===== config.mk =====
export PLATFORM = sky130hd
export DESIGN_NAME = mem_sync_param_flat
export DESIGN_NICKNAME = d
export VERILOG_FILES = /design/src/rtl/mem_sync_param_if.sv /design/src/rtl/mem_sync_param.sv /design/src/flat_wrapper.sv
export SDC_FILE = /design/constraint.sdc
export NUM_CORES = 1
export LEC_CHECK = 0
export CAP_MARGIN = 20
export CORE_MARGIN = 3
export CORE_UTILIZATION = 45
export CTS_BUF_LIST = sky130_fd_sc_hd__clkbuf_16
export CTS_CLUSTER_DIAMETER = 120
export DETAILED_ROUTE_END_ITERATION = 10
export PLACE_DENSITY = 0.62
export SYNTH_ARGS = -nofsm -noshare
export SYNTH_HDL_FRONTEND = slang
export SYNTH_SLANG_ARGS = --single-unit

===== constraint.sdc =====
create_clock -name clk -period 2.2 [get_ports clk]
set_clock_uncertainty 0.05 [all_clocks]
set_input_delay 0.22 -clock clk [delete_from_list [all_inputs] [get_ports clk]]
set_output_delay 0.22 -clock clk [all_outputs]
set_load 0.005 [all_outputs]

===== src/rtl/mem_sync_param_if.sv =====
// Request/response bundle for mem_sync_param; master drives requests, slave is the memory.
// MEM_PARITY_EN adds the parity-inject request bit and the parity_err response bit.
interface mem_sync_param_if #(
  parameter int DW = 8,
  parameter int AW = 5
);
  logic          read;
  logic          write;
  logic [AW-1:0] addr;
  logic [DW-1:0] data_in;
  logic [DW-1:0] data_out;
  logic          data_valid;
  logic          ready;
  logic          err;
`ifdef MEM_PARITY_EN
  logic          par_inject;
  logic          parity_err;

  modport master (
    output read, write, addr, data_in, par_inject,
    input  data_out, data_valid, ready, err, parity_err
  );
  modport slave (
    input  read, write, addr, data_in, par_inject,
    output data_out, data_valid, ready, err, parity_err
  );
`else
  modport master (
    output read, write, addr, data_in,
    input  data_out, data_valid, ready, err
  );
  modport slave (
    input  read, write, addr, data_in,
    output data_out, data_valid, ready, err
  );
`endif
endinterface


===== src/rtl/mem_sync_param.sv =====
// Parametrised single-port synchronous memory with post-reset clear sweep, pipelined reads
// and sticky illegal-request flag. Optional even parity per word under macro MEM_PARITY_EN.
module mem_sync_param #(
  parameter int            DW        = 8,
  parameter int            DEPTH     = 32,
  parameter int            RD_LAT    = 1,
  parameter logic [DW-1:0] CLEAR_VAL = '0,
  parameter int            AW        = $clog2(DEPTH)
) (
  input logic             clk,
  input logic             rst,
  mem_sync_param_if.slave bus
);

`ifdef MEM_PARITY_EN
  localparam int MW = DW + 1;
`else
  localparam int MW = DW;
`endif
  localparam int unsigned   DEPTH_U  = DEPTH;
  localparam logic [AW-1:0] LAST_PTR = AW'(DEPTH - 1);

  typedef enum logic {
    CLEAR,
    IDLE
  } state_t;

  state_t        state_reg, state_next;
  logic [AW-1:0] clr_ptr_reg, clr_ptr_next;
  logic          ready_reg, ready_next;
  logic          err_reg, err_next;

  logic          addr_ok;
  logic          clr_en;
  logic          wr_en;
  logic          rd_en;
  logic          mem_we;
  logic [AW-1:0] mem_wa;
  logic [MW-1:0] mem_wd;
  logic [MW-1:0] wr_word;
  logic [MW-1:0] clr_word;

  logic [MW-1:0] mem [DEPTH];

  logic          pipe_valid_reg [RD_LAT];
  logic [MW-1:0] pipe_word_reg  [RD_LAT];

  // Widen before comparing so non-power-of-two depths reject the unused top addresses.
  assign addr_ok = 32'(bus.addr) < DEPTH_U;

`ifdef MEM_PARITY_EN
  assign wr_word  = {(^bus.data_in) ^ bus.par_inject, bus.data_in};
  assign clr_word = {^CLEAR_VAL, CLEAR_VAL};
`else
  assign wr_word  = bus.data_in;
  assign clr_word = CLEAR_VAL;
`endif

  always_ff @(posedge clk) begin
    if (rst) begin
      state_reg   <= CLEAR;
      clr_ptr_reg <= '0;
      ready_reg   <= 1'b0;
      err_reg     <= 1'b0;
    end else begin
      state_reg   <= state_next;
      clr_ptr_reg <= clr_ptr_next;
      ready_reg   <= ready_next;
      err_reg     <= err_next;
    end
  end

  always_comb begin
    state_next   = state_reg;
    clr_ptr_next = clr_ptr_reg;
    ready_next   = ready_reg;
    err_next     = err_reg;
    clr_en       = 1'b0;
    wr_en        = 1'b0;
    rd_en        = 1'b0;
    case (state_reg)
      CLEAR: begin
        // Requests are silently dropped while sweeping; they never raise err.
        clr_en       = 1'b1;
        clr_ptr_next = clr_ptr_reg + AW'(1);
        if (clr_ptr_reg == LAST_PTR) begin
          state_next   = IDLE;
          ready_next   = 1'b1;
          clr_ptr_next = '0;
        end
      end
      IDLE: begin
        if (bus.read && bus.write) begin
          err_next = 1'b1;
        end else if ((bus.read || bus.write) && !addr_ok) begin
          err_next = 1'b1;
        end else begin
          wr_en = bus.write;
          rd_en = bus.read;
        end
      end
      default: state_next = CLEAR;
    endcase
  end

  // One shared write port: the sweep and normal writes never overlap in time.
  assign mem_we = !rst && (clr_en || wr_en);
  assign mem_wa = clr_en ? clr_ptr_reg : bus.addr;
  assign mem_wd = clr_en ? clr_word : wr_word;

  always_ff @(posedge clk) begin
    if (mem_we) begin
      mem[mem_wa] <= mem_wd;
    end
  end

  // Stage 0 is the RAM output register; further stages only add latency.
  always_ff @(posedge clk) begin
    if (rst) begin
      pipe_valid_reg[0] <= 1'b0;
      pipe_word_reg[0]  <= '0;
    end else begin
      pipe_valid_reg[0] <= rd_en;
      if (rd_en) begin
        pipe_word_reg[0] <= mem[bus.addr];
      end
    end
  end

  generate
    for (genvar gi = 1; gi < RD_LAT; gi++) begin : g_stage
      always_ff @(posedge clk) begin
        if (rst) begin
          pipe_valid_reg[gi] <= 1'b0;
          pipe_word_reg[gi]  <= '0;
        end else begin
          pipe_valid_reg[gi] <= pipe_valid_reg[gi-1];
          if (pipe_valid_reg[gi-1]) begin
            pipe_word_reg[gi] <= pipe_word_reg[gi-1];
          end
        end
      end
    end
  endgenerate

  // Last stage only loads on a valid read, so data_out holds between strobes.
  assign bus.data_out   = pipe_word_reg[RD_LAT-1][DW-1:0];
  assign bus.data_valid = pipe_valid_reg[RD_LAT-1];
  assign bus.ready      = ready_reg;
  assign bus.err        = err_reg;
`ifdef MEM_PARITY_EN
  assign bus.parity_err = pipe_valid_reg[RD_LAT-1] && (^pipe_word_reg[RD_LAT-1]);
`endif

endmodule


===== src/flat_wrapper.sv =====
// flat-port wrapper written by rule: the top's interface ports become plain ports
module mem_sync_param_flat 
#(
  parameter int            DW        = 8,
  parameter int            DEPTH     = 32,
  parameter int            RD_LAT    = 1,
  parameter logic [DW-1:0] CLEAR_VAL = '0,
  parameter int            AW        = $clog2(DEPTH)
)
  (clk, rst, bus_read, bus_write, bus_addr, bus_data_in, bus_data_out, bus_data_valid, bus_ready, bus_err);
  mem_sync_param_if #(.DW(DW), .AW(AW)) bus_i ();
  input logic clk;
  input logic rst;
  input wire logic [$bits(bus_i.read)-1:0] bus_read;
  input wire logic [$bits(bus_i.write)-1:0] bus_write;
  input wire logic [$bits(bus_i.addr)-1:0] bus_addr;
  input wire logic [$bits(bus_i.data_in)-1:0] bus_data_in;
  output wire logic [$bits(bus_i.data_out)-1:0] bus_data_out;
  output wire logic [$bits(bus_i.data_valid)-1:0] bus_data_valid;
  output wire logic [$bits(bus_i.ready)-1:0] bus_ready;
  output wire logic [$bits(bus_i.err)-1:0] bus_err;
  assign bus_i.read = bus_read;
  assign bus_i.write = bus_write;
  assign bus_i.addr = bus_addr;
  assign bus_i.data_in = bus_data_in;
  assign bus_data_out = bus_i.data_out;
  assign bus_data_valid = bus_i.data_valid;
  assign bus_ready = bus_i.ready;
  assign bus_err = bus_i.err;
  mem_sync_param #(.DW(DW), .DEPTH(DEPTH), .RD_LAT(RD_LAT), .CLEAR_VAL(CLEAR_VAL), .AW(AW)) u_core (.clk(clk), .rst(rst), .bus(bus_i));
endmodule

==> run summary <==
Critical path origin -> u_core.state_reg$_SDFF_PP0_
DP HPWL -> 14330 um
Synth Area in Adders -> 0.003484
Post-route DRC -> 0
Total grt overflow -> 0
Multi-input gate area in the final layout -> 2505 um2
Core area -> 23050 um2
Port Buffers -> 27
Worst-path clk slew -> 0.06 ns
Register area -> 8108 um2
WHS -> 0.3307 ns
Crit. End Element -> flip-flop
Status -> finished, final reports clean
Mapped cell area -> 10770 um2
Routability congestion estimate -> 0.8566
Drt initial violations -> 422
# diodes -> 0
Placed cell areas -> 11830 um2
Yosys cell types -> 36
Syn avg cell area -> 20.29 um2
Clk sink count -> 273
Max FFs per register -> 256
Buffer levels on the longest clock path -> 3
WP data required -> 2.38 ns
Synth Area in XOR/XNOR -> 0
PwrDens -> 846.3 nW/um2
HP Class -> input pin to flip-flop
Finished Layout Cells -> 958
Pins over their slew limit -> 0
Final Cell Area -> 12740 um2
Vias per Instance -> 5.499
Leakage Power -> 4.441 nW
Die X-Extent -> 160.7 um
DIE AREA -> 25830 um2
Worst skew pair latency -> 0.52 ns
Combinational family with the most area after synthesis -> multiplexers
Seq/Total Area, Yosys -> 0.7526
Final worst setup slack -> 0.1779 ns
NumNets Final -> 645
Starting Density -> 0.4673
Root Buffer -> clkbuf_16
Number of global-route vias before repair -> 5562
FMAX -> 494.5 MHz
Drt first pass iters -> 5
Largest net degree at the start of global routing -> 33
Total wire length -> 22400 um
Vias -> 5268
Mux share of post-synthesis cell area -> 0.1643
Final setup vio count -> 0
Number of antenna violations at the first check in global routing -> 0
Syn. warnings -> 0
Critical register-to-register path startpoint -> u_core.state_reg$_SDFF_PP0_
Flops & latches, synth -> 273
Final Hold Fails -> 0
# rows -> 55
Worst rel slew slack -> 0.6894
Cts hold-fix bufs -> 0
Simple-Gate Fraction of Synth Area -> 0.04088
CP Launch Type -> flip-flop
Die span in y -> 160.7 um
Post-CTS Setup Bufs -> 0
Num CTS Buffers -> 27
Syn-to-layout area delta -> 18.26%
CTS tree -> done
Share of layout cells above drive strength 1 -> 0.2636
Wire per inst -> 23.39 um
Number of max-cap violations -> 0
CP arrival -> 2.20 ns
Worst vdd ir -> 611.9 uV
First-pass GRT wire length -> 34320 um
RSZ-0062 raised after global routing -> no
Final worst-path cycle share -> 0.9191
Net count after synthesis -> 551
Tmin final -> 2.022 ns
Maximum fanout along the worst path -> 8
Dpl cells -> 909
Post-Place Setup Slack -> -0.03932 ns
Critical path class -> flip-flop to flip-flop
GRT Util Overall -> 0.1756
# IOs -> 28
FILL cells -> 1756
Power consumption -> 0.01078 W
HP Start -> rst
DRT antenna net count -> 0
H-tree depth -> 1
Synth Area in Compound Gates -> 0.02346
Slew @ Worst Pin -> 0.4659 ns
Cells after Synth -> 531
## logic make-up after synthesis
family                   Yosys count
flip-flops                       273
AND/OR/NAND/NOR                   95
multiplexers                      94
AO/OA/AOI/OAI                     38
buffers and inverters             28
adder cells (fa/ha/maj)            3
## stage by stage
step                  util  TNS [ns]
floorplan                -         0
global placement    0.5132  -0.02418
detailed placement  0.5132   -0.4185
CTS                 0.5525         0
global route        0.5526         0
finish              0.5526         0
## path summary, 6_finish.rpt
kind,endpoint,slack [ns],cells after the start
min reg2reg,u_core.bus.err$_SDFFE_PP0P_,0.46,2
max reg2reg,u_core.mem[5][2]$_DFFE_PP_,0.18,5
max,u_core.mem[5][2]$_DFFE_PP_,0.18,5
min,u_core.bus.err$_SDFFE_PP0P_,0.33,2
## synth_stat cells
cell,instances,area [um2]
edfxtp_1,264,7928
mux4_2,58,1306
nor2_1,44,165.2
mux2i_1,25,250.2
nand2_1,21,78.83
buf_2,13,65.06
a21oi_1,11,55.05
and2_1,9,56.30
dfxtp_1,9,180.2
a22oi_1,8,60.06
and3_1,7,43.79
mux4_1,6,157.7
mux2_2,5,56.30
o211ai_1,5,37.54
a31oi_1,4,25.02
clkbuf_1,4,15.01
o21ai_0,4,20.02
a221o_1,3,30.03
buf_1,3,11.26
buf_6,3,33.78
ha_1,3,37.54
inv_1,3,11.26
nor2b_1,3,18.77
a22o_1,2,17.52
nand2b_1,2,12.51
nand3_1,2,10.01
buf_12,1,20.02
buf_4,1,7.510
nand3b_1,1,7.510
nand4b_1,1,8.760
nand4bb_1,1,11.26
nor3_1,1,5.000
o21bai_1,1,7.510
or2_2,1,6.260
or3_1,1,6.260
or4b_1,1,10.01
## power breakdown
group          switching [W]  internal (W)
clock network        0.00184       0.00281
logic               0.000232      0.000230
registers          0.0000150       0.00566
## layout make-up
| class | count | area share |
|---|---|---|
| multi-input combinational | 230 | 0.1966 |
| sequential | 273 | 0.6364 |
| timing repair buffer | 90 | 0.06423 |
| clock inverter | 22 | 0.01807 |
| clock buffer | 27 | 0.05303 |
| tap | 313 | 0.03074 |
| inverter | 3 | 0.0008839 |
## layer usage
metal | global-route usage | vias to the layer above | share of wire
li1 | - | 2361 | -
met4 | 0.05006 | 0 | 0.020
met3 | 0.02450 | 35 | 0.038
met5 | 0 | - | 0
met1 | 0.2387 | 2742 | 0.43
met2 | 0.2998 | 130 | 0.51
## critical path, cell delays in order (launching register included)
cell     delay (ns)
dfxtp_1        0.38
or2_2          0.32
a21oi_1        0.19
nand2_1        0.33
nor2_1         0.26
buf_4          0.21
## timing repair
item	CTS	global route
endpoints found under the setup margin	0	66
hold endpoints to repair	0	0
gates resized for setup	0	1
## placed cells by master, fill, tap and decap left out, drive strengths merged, types with 7 or more instances in the layout
cell type      Yosys  final
inv                3      7
nor2              44     44
nand2             21     21
and2               9      9
and3               7      7
clkinv             0     10
dfxtp              9      9
mux4              64     64
mux2i             25     25
edfxtp           264    264
clkdlybuf4s50      0     24
a22oi              8      8
a21oi             11     11
clkbuf             4     27
buf               21     66
(Power assumes the default switching activity.)
